$ cat config.mk
export PLATFORM = sky130hd
export DESIGN_NAME = div
export DESIGN_NICKNAME = d
export VERILOG_FILES = /design/src/rtl/div.sv
export SDC_FILE = /design/constraint.sdc
export NUM_CORES = 1
export LEC_CHECK = 0
export CORE_ASPECT_RATIO = 0.75
export CORE_UTILIZATION = 40
export DETAILED_ROUTE_END_ITERATION = 8
export GPL_TIMING_DRIVEN = 0
export HOLD_SLACK_MARGIN = 0.02
export PLACE_DENSITY = 0.7
export SYNTH_ARGS = -nofsm -noshare
export SYNTH_HDL_FRONTEND = slang
export SYNTH_SLANG_ARGS = --single-unit
$ cat constraint.sdc
create_clock -name clk -period 2.35 [get_ports clk]
set_input_delay 0.235 -clock clk [delete_from_list [all_inputs] [get_ports clk]]
set_output_delay 0.235 -clock clk [all_outputs]
set_load 0.02 [all_outputs]
$ cat src/rtl/div.sv
// -----------------------------------------------------------------------------
// div : sequential restoring (shift-subtract) divider
//
// Divides a 2N-bit dividend by an N-bit divisor, producing one quotient bit
// per clock. Quotient and remainder share the working register ra:
// {partial remainder, dividend/quotient}.
//
// Ports
//   clk   in   1    rising-edge clock
//   rst   in   1    asynchronous reset, active-high
//   ld    in   1    load/start strobe (accepted in IDLE or DONE)
//   a     in   2N   dividend
//   b     in   N    divisor
//   ra    out  2N   working register {rem[2N-1:N], quo[N-1:0]}
//   rb    out  N    latched divisor
//   q     out  N    quotient  (ra[N-1:0]),  valid while done=1
//   r     out  N    remainder (ra[2N-1:N]), valid while done=1
//   busy  out  1    high while the shift-subtract loop runs
//   done  out  1    high while results are held, until the next accepted ld
//   ovf   out  1    quotient would not fit N bits
//   dz    out  1    divide by zero
// -----------------------------------------------------------------------------
module div #(
  parameter int unsigned N = 4
) (
  input  logic           clk,
  input  logic           rst,
  input  logic           ld,
  input  logic [2*N-1:0] a,
  input  logic [N-1:0]   b,
  output logic [2*N-1:0] ra,
  output logic [N-1:0]   rb,
  output logic [N-1:0]   q,
  output logic [N-1:0]   r,
  output logic           busy,
  output logic           done,
  output logic           ovf,
  output logic           dz
);

  localparam int unsigned W2 = 2 * N;
  localparam int unsigned CW = $clog2(N + 1);

  localparam logic [1:0] IDLE = 2'd0;
  localparam logic [1:0] RUN  = 2'd1;
  localparam logic [1:0] DONE = 2'd2;

  logic [1:0]    state, state_nxt;
  logic [CW-1:0] cnt, cnt_nxt;
  logic [W2-1:0] ra_nxt;
  logic [N-1:0]  rb_nxt;
  logic          ovf_nxt, dz_nxt;

  // Upper N+1 bits of ra shifted left by one: the trial minuend for this step.
  logic [N:0]    h;
  // Only the low N bits of h - rb are ever kept; while running, the partial
  // remainder is below rb, so the true difference always fits N bits.
  logic [N-1:0]  diff;

  assign h    = ra[W2-1:N-1];
  assign diff = h[N-1:0] - rb;

  assign q = ra[N-1:0];
  assign r = ra[W2-1:N];

  // State and datapath registers.
  always_ff @(posedge clk or posedge rst) begin
    if (rst) begin
      state <= IDLE;
      cnt   <= '0;
      ra    <= '0;
      rb    <= '0;
      ovf   <= 1'b0;
      dz    <= 1'b0;
      busy  <= 1'b0;
      done  <= 1'b0;
    end else begin
      state <= state_nxt;
      cnt   <= cnt_nxt;
      ra    <= ra_nxt;
      rb    <= rb_nxt;
      ovf   <= ovf_nxt;
      dz    <= dz_nxt;
      busy  <= (state_nxt == RUN);
      done  <= (state_nxt == DONE);
    end
  end

  // Next-state and datapath update.
  always_comb begin
    state_nxt = state;
    cnt_nxt   = cnt;
    ra_nxt    = ra;
    rb_nxt    = rb;
    ovf_nxt   = ovf;
    dz_nxt    = dz;

    case (state)
      IDLE, DONE: begin
        if (ld) begin
          rb_nxt  = b;
          ra_nxt  = a;
          ovf_nxt = 1'b0;
          dz_nxt  = 1'b0;
          if (b == '0) begin
            dz_nxt    = 1'b1;
            ra_nxt    = '0;
            state_nxt = DONE;
          end else if (a[W2-1:N] >= b) begin
            // High half already >= divisor: quotient needs more than N bits.
            ovf_nxt   = 1'b1;
            ra_nxt    = '0;
            state_nxt = DONE;
          end else begin
            cnt_nxt   = CW'(N);
            state_nxt = RUN;
          end
        end
      end

      RUN: begin
        // Shift left; subtract and set the new quotient bit when it fits.
        if (h >= {1'b0, rb}) begin
          ra_nxt = {diff, ra[N-2:0], 1'b1};
        end else begin
          ra_nxt = {ra[W2-2:0], 1'b0};
        end
        cnt_nxt = cnt - CW'(1);
        if (cnt == CW'(1)) begin
          state_nxt = DONE;
        end
      end

      default: begin
        state_nxt = IDLE;
      end
    endcase
  end

endmodule

==> impl_metrics.json <==
{
  "cts_tree": "done",
  "clockRootBuffer": "clkbuf_8",
  "hold_class": "in -> async",
  "io_pins": 39,
  "synth_seq_area_share_pct": 41.38,
  "grt_max_degree": 22,
  "internal-power_uw": 1459,
  "clk_path_buf_depth": 2,
  "p_switching_uw": 1122,
  "syn_area_um2": 1270,
  "ys_warn_count": 0,
  "cp_data_required_time_ps": 2500,
  "start_util_pct": 42.65,
  "grt_overflow": 0,
  "timing.fmax_mhz": 481.7,
  "clock_sinks": 21,
  "slowest_delay_ps": 550,
  "die-height_um": 50.80,
  "finish.utilization_pct": 58.57,
  "worstSetupEndpointType": "flop",
  "ant_nets": 0,
  "post-route-period-util_pct": 88.33,
  "crit_chain": "clkdlybuf4s50_1, inv_1, ha_1, o211ai_1, o21ai_1, nor2_2, and2_4, o32ai_1",
  "slew_headroom_pct": 46.81,
  "die_width_um": 67.07,
  "ctsHtreeMaxLevel": 1,
  "syn_avg_cell_area_um2": 9.203,
  "synth_fp_nets": 164,
  "grt_first_pass_wirelength_um": 4905,
  "routabilityCongestion": 0.7790,
  "portBuffers": 38,
  "die-area_um2": 3407,
  "path_class": "in -> reg",
  "rsz0062_at_grt": "no",
  "cts_setup_buffers": 0,
  "viasPerCell": 4.963,
  "synth_most_common_cell": "dfrtp_1",
  "clkPwrFrac_pct": 9.2,
  "synth-async-reset-ratio_pct": 100.0,
  "numCtsBuffers": 3,
  "synth_edf_count": 0,
  "dp_hpwl_um": 2349,
  "fin_nets": 207,
  "drcViolationCount": 0,
  "path_buf_inv": 2,
  "antenna_found_initial": 0,
  "vias": 1082,
  "peakVddDrop_uv": 601.7,
  "ys_top_cells_by_count": "dfrtp_1, nand2_1, a21oi_1, inv_1, ha_1",
  "hold_viol_final": 0,
  "row_count": 17,
  "wl_per_cell_um": 13.68,
  "grt_pass1_vias": 1018,
  "crit_slowest_cell": "clkdlybuf4s50_1",
  "synth_top_cell_area_share_pct": 41.38,
  "placed_cells": 214,
  "cts_resized": 0,
  "seq_power_share_pct": 26.4,
  "fin_ws_ps": 274.2,
  "combPwrFrac_pct": 64.3,
  "cp_top_family": "compound AO/OA/AOI/OAI gates",
  "status": "finished, final reports clean",
  "critPathLaunchType": "input port",
  "synthTopCellsByArea": "dfrtp_1, ha_1, nand2_1",
  "first_pass_iters": 4,
  "clk_latency_ps": 260,
  "power.density_nw_per_um2": 1480,
  "final_cells": 218,
  "drt_iter0_drc": 24,
  "synth_top_area_cell": "dfrtp_1",
  "synthDistinctLibCells": 34,
  "setup_violations": 0,
  "critPathArrivalTime_ps": 2220,
  "dp_slack_ps": -18.44,
  "finalCriticalPeriod_ps": 2076,
  "worst_pin_slew_ps": 796.9,
  "worstPathMaxFanout": 7,
  "cts_hold_buf": 0,
  "slew_viol_final": 0,
  "core_area_um2": 2978,
  "syn-instance-count": 138,
  "area_growth_syn_to_layout_pct": 37.34,
  "drive_gt1_share_pct": 10.56,
  "grt_usage_pct": 19.88,
  "ys.flop_type": "dfrtp_1",
  "ys_seq_elements": 21,
  "clk_pin_slew_ps": 80,
  "swShare_pct": 43.47,
  "power.leakage_uw": 0.0007808,
  "drv_cap": 0,
  "finClkSkew_ps": 3.471,
  "wl_um": 2982,
  "fillers": 278,
  "diodes": 0
}
[state kept, by name, summed over array words and instances, names as in the netlist]
| register | count |
|---|---|
| state | 2 |
| busy | 1 |
| cnt | 3 |
| ra | 8 |
| rb | 4 |
| done | 1 |
| dz | 1 |
| ovf | 1 |
[worst register-to-register path: stages, from the launching register on]
cell	delay, ps
dfrtp_1	400
inv_1	90
ha_1	320
nand2b_1	90
a21oi_2	70
a21oi_2	260
mux2_2	370
a211oi_1	230
[logic make-up (layout without fill, tap and decap cells)]
kind of cell,count (synthesis),in the layout,synth area share [%]
XOR/XNOR,2,2,1.380
adder cells (fa/ha/maj),11,11,11.43
flip-flops,21,21,41.38
AO/OA/AOI/OAI,30,30,15.27
AND/OR/NAND/NOR,47,47,18.62
buffers and inverters,24,66,9.458
multiplexers,3,3,2.463
[metrics by stage]
| stage | power, uW | setup TNS, ps | hold slack [ps] | instance area, um^2 |
|---|---|---|---|---|
| 6_report | 2581 | 0 | 418.3 | 1744 |
| 4_1_cts | 2604 | 0 | 450.5 | 1744 |
| 3_3_place_gp | 2296 | 0 | 480.0 | 1698 |
| 5_1_grt | 2796 | 0 | 496.7 | 1744 |
| 2_1_floorplan | 1733 | 0 | 211.5 | 1270 |
| 3_5_place_dp | 2359 | -18.44 | 484.9 | 1698 |
[cell type report]
cell class | instances | area, um^2 | area share, %
Buffer | 12 | 75.07 | 4.304
Clock buffer | 3 | 41.29 | 2.367
Clock inverter | 1 | 5.005 | 0.2869
Inverter | 12 | 45.04 | 2.583
Multi-Input combinational cell | 93 | 624.3 | 35.80
Sequential cell | 21 | 525.5 | 30.13
Tap cell | 38 | 47.55 | 2.726
Timing Repair Buffer | 38 | 380.4 | 21.81
[per-layer routing]
layer  global-route usage (%)  wire, um
met2                    33.33      1456
met3                    4.091       110
met4                    4.255        24
met5                        0         0
met1                    26.10      1390
[cells in the final DEF (no fill, tap or decap), drive strengths merged, types with 2 or more instances in the layout]
master / Yosys / layout
buf: 9 / 9
nor2: 10 / 10
o32ai: 2 / 2
nor2b: 2 / 2
o21ai: 6 / 6
inv: 12 / 12
nand2b: 5 / 5
clkbuf: 3 / 6
dfrtp: 21 / 21
mux2i: 2 / 2
ha: 10 / 10
a21oi: 14 / 14
nand2: 17 / 17
o211ai: 2 / 2
nand3: 8 / 8
clkdlybuf4s50: 0 / 38
[power groups by stage]
stage / clock, uW / sequential (uW) / combinational [uW]
after global placement: 0 / 679 / 1620
after floorplan: 0 / 821 / 912
after detailed placement: 0 / 690 / 1670
after global routing: 259 / 710 / 1830
final: 239 / 682 / 1660
after CTS: 241 / 682 / 1680
[final timing paths]
kind | start | to | slack (ps) | cells after the start
max | b[3] | done | 270 | 8
min | rst | cnt[2] | 420 | 2
max reg2reg | rb[1] | ra[5] | 420 | 7
min reg2reg | dz | dz | 500 | 2
max in group asynchronous | rst | rb[3] | 1440 | 2
min in group clk | dz | dz | 500 | 2
No activity file was read; power rests on OpenSTA's default activity.
==> RTL change 1, RTL diff (config.mk and constraints unchanged) <==
Set the parameter `N` to 8 (it was 4).
--- a/src/rtl/div.sv
+++ b/src/rtl/div.sv
@@ -21,7 +21,7 @@
 //   dz    out  1    divide by zero
 // -----------------------------------------------------------------------------
 module div #(
-  parameter int unsigned N = 4
+  parameter int unsigned N = 8
 ) (
   input  logic           clk,
   input  logic           rst,
Ports: changed (6 resized); port bits go from 39 to 71. The function was not compared with the original's and may differ.
==> RTL change 1 against the unedited design <==
- synthesized area up 82%
- synthesized cell count increased by 77%
- design area increased by 87%
- sequential cell count grew 13
- worst setup slack got worse by 160 ps
- maximum frequency decreased by 7.1%
- power is 110% higher
- register-to-register slack got worse by 300 ps
- wire length up 110%
==> RTL change 1: results <==
metrics = {
    "sta": {
        "fmax_ghz": 0.4477,
        "fin_worst_skew_ps": 6.875,
        "slew_headroom": 0.5103,
        "hold-worst-slack_ps": 388.7,
    },
    "cells_and_area": {
        "clock_area_frac": 0.03488,
        "seq_share": 0.2610,
        "nFillCells": 464,
        "seq_cells": 34,
        "final_nets": 368,
        "clkbuf_count": 5,
        "fin_cells": 398,
        "num-nonclk-inverters": 28,
        "top_regs": "ra (16), rb (8), cnt (4)",
        "layout-drive-gt1-share": 0.1362,
        "multi_input_area_share": 0.3657,
        "buffers": 100,
        "buf_share": 0.2775,
        "multi_input_cells": 153,
        "area_growth_pct": 41.56,
    },
    "synthesis": {
        "ys_top_cells_by_count": "dfrtp_1 (34), inv_1 (28), ha_1 (18)",
        "synth_area_leaders": "dfrtp_1 (37%), ha_1 (9.8%), buf_4 (5.2%)",
        "syn_avg_cell_area_um2": 9.451,
        "synth_cell_types": 48,
        "syn_nets": 290,
        "synth-seq-area-share": 0.3690,
    },
    "power_and_ir_drop": {
        "max-vdd-ir-drop_mv": 0.7894,
        "p_leak_nw": 1.452,
        "power_switching_share": 0.4484,
        "powerComb_mw": 3.80,
        "power_frac_comb": 0.686,
        "pwr-share-seq": 0.214,
    },
    "routing": {
        "viasPerCell": 5.352,
        "wl_per_cell_um": 15.87,
        "drt-initial-drc-count": 146,
    },
    "global_routing": {
        "grt_pass1_vias": 1941,
        "grt_usage": 0.2188,
        "grt_pass1_wl_um": 9735,
        "grt_max_degree": 35,
    },
    "placement": {
        "pre_cts_ws_ps": -279.4,
        "port_buffers": 70,
        "gp_congestion": 0.7979,
        "placed_cells": 389,
        "placed_cell_area_mm2": 0.003100,
        "post-dp-hpwl_um": 4771,
    },
    "cts": {
        "clock_latency_ps": 300,
        "cts_max_level": 2,
    },
    "critical_path": {
        "critPathArrivalTime_ps": 2420,
        "slowest_stage": "dfrtp_1",
        "r2r_end": "ra[0]",
        "rr_startpoint": "ra[13]",
        "crit_path_max_incr_delay_ps": 440,
        "path_class": "reg -> reg",
        "cp_max_fo": 9,
    },
    "status": {
        "status": "finished, final reports clean",
    },
    "floorplan": {
        "dieArea_mm2": 0.006076,
    },
    "min_path": {
        "min-delay-path-class": "in -> async",
    },
}
-- RTL change 1: cell types whose count changed in the layout (fill, tap and decap cells not counted), sizes merged, moves of 8 or more --
| cell | before | now |
|---|---|---|
| dfrtp | 21 | 34 |
| buf | 9 | 24 |
| nand3 | 8 | 0 |
| a21oi | 14 | 6 |
| nor4 | 1 | 9 |
| inv | 12 | 28 |
| clkdlybuf4s50 | 38 | 70 |
| ha | 10 | 18 |
-- RTL change 1: logic make-up (layout without fill, tap and decap cells) --
group           Yosys count  in the layout  synth area share
compound gates           70             70            0.2420
simple gates             57             57            0.1286
buf+inv                  57            136            0.1275
flops                    34             34            0.3690
fa+ha+maj                19             19            0.1064
xor+xnor                  7              7           0.02659
-- RTL change 1: layer usage --
layer,up-vias,global-route usage,routed length [um]
met5,-,0,0
met4,0,0.05952,42
met3,6,0.05012,471
met2,74,0.3106,2662
met1,1015,0.3281,3138
li1,1035,-,-
==> RTL change 2, RTL diff (same settings) <==
Without the edit above. Remove the register `done`: a continuous assignment takes its place, so the output `done` follows one clock earlier.
--- a/src/rtl/div.sv
+++ b/src/rtl/div.sv
@@ -73,7 +73,6 @@
       ovf   <= 1'b0;
       dz    <= 1'b0;
       busy  <= 1'b0;
-      done  <= 1'b0;
     end else begin
       state <= state_nxt;
       cnt   <= cnt_nxt;
@@ -82,9 +81,10 @@
       ovf   <= ovf_nxt;
       dz    <= dz_nxt;
       busy  <= (state_nxt == RUN);
-      done  <= (state_nxt == DONE);
     end
   end
+
+  assign done = (state_nxt == DONE);
 
   // Next-state and datapath update.
   always_comb begin
Function: changed (Yosys sat finds a counterexample within 4 cycles, from zero or initial values and one cycle with rst high).
==> RTL change 2 against the unedited design <==
- worst setup slack worse by 170 ps
- clock power grew 12%
- hold slack got worse by 3.7 ps
- first-iteration DRC count is 67% higher
- synthesized area rose by 3.5%
- design area grew 3.5%
- sequential cell count is 1 lower
- power grew 8.4%
- wire length increased by 5.1%
- highest routed layer unchanged
==> RTL change 2: results <==
metrics = {
    "cells_and_area": {
        "layout-drive-gt1-share": 0.1593,
        "multi_input_cells": 91,
        "seq_area_um2": 500.5,
        "final_nets": 209,
        "num-nonclk-inverters": 15,
        "clock_area_frac": 0.03049,
        "multi_input_area_share": 0.3791,
        "clkbuf_count": 4,
        "buf_share": 0.2557,
        "buffers": 52,
        "nFillCells": 279,
    },
    "synthesis": {
        "ys_top_cells_by_count": "dfrtp_1 (20), nand2_1 (20), inv_1 (15)",
        "synthCells": 139,
        "synth-seq-area-share": 0.3806,
        "syn_nets": 165,
    },
    "placement": {
        "gp_congestion": 0.8734,
        "placed_cell_area_mm2": 0.001743,
        "placed_cells": 215,
        "pre_cts_ws_ps": -596.7,
    },
    "cts": {
        "clock_sinks": 20,
        "cts.repair.resized": 9,
        "postCtsHoldBufs": 0,
        "postCtsSetupRepairBufs": 1,
    },
    "critical_path": {
        "cp_max_fo": 3,
        "rr_startpoint": "rb[3]",
        "crit_path_end": "done",
        "crit_path_max_incr_delay_ps": 440,
        "rrSetupSlack_ps": 330,
        "cp_top_family": "buffers and inverters",
        "cp-startpoint": "a[7]",
        "critPathArrivalTime_ps": 2010,
    },
    "routing": {
        "drt-met1-wl_um": 1501,
        "drt-initial-drc-count": 40,
        "route.met2.wl_um": 1396,
        "vias": 1131,
        "drt_wl_total_um": 3135,
        "viasPerCell": 5.141,
        "route.met3.wl_um": 220,
    },
    "status": {
        "status": "finished, final reports clean",
    },
    "sta": {
        "fin_crit_sh": 0.9561,
        "hold-worst-slack_ps": 414.6,
        "worst_pin_slew_ps": 785.6,
        "fin_worst_skew_ps": 0.5119,
    },
    "global_routing": {
        "grt_pass1_wl_um": 5078,
        "grt_max_degree": 21,
        "grt_usage": 0.1992,
        "met3_usage": 0.04605,
    },
    "power_and_ir_drop": {
        "max-vdd-ir-drop_mv": 0.6764,
    },
}
[RTL change 2: cell types whose count changed after synthesis, sizes merged, moves of 2 or more]
cell / unedited run / this run
nand2b: 5 / 2
buf: 9 / 11
o22ai: 0 / 2
nand2: 17 / 21
inv: 12 / 15
nand3: 8 / 1
a21oi: 14 / 7
a211oi: 1 / 3
a22oi: 0 / 2
a221o: 0 / 3
[RTL change 2: cell families after synthesis]
kind of cell | share of synthesized area
muxes | 0.03520
xor gates and xnor gates | 0.01332
AOI/OAI and AO/OA | 0.1970
adders and majority gates | 0.1104
buffers and inverters | 0.1056
DFF | 0.3806
and+or+nand+nor | 0.1580
[RTL change 2: power groups by stage]
stage	Combinational (mW)	Sequential [mW]	Clock [mW]
floorplan	1.14	0.779	0
global placement	1.83	0.657	0
detailed placement	1.87	0.665	0
CTS	1.87	0.664	0.276
global route	2.04	0.687	0.293
finish	1.87	0.664	0.267
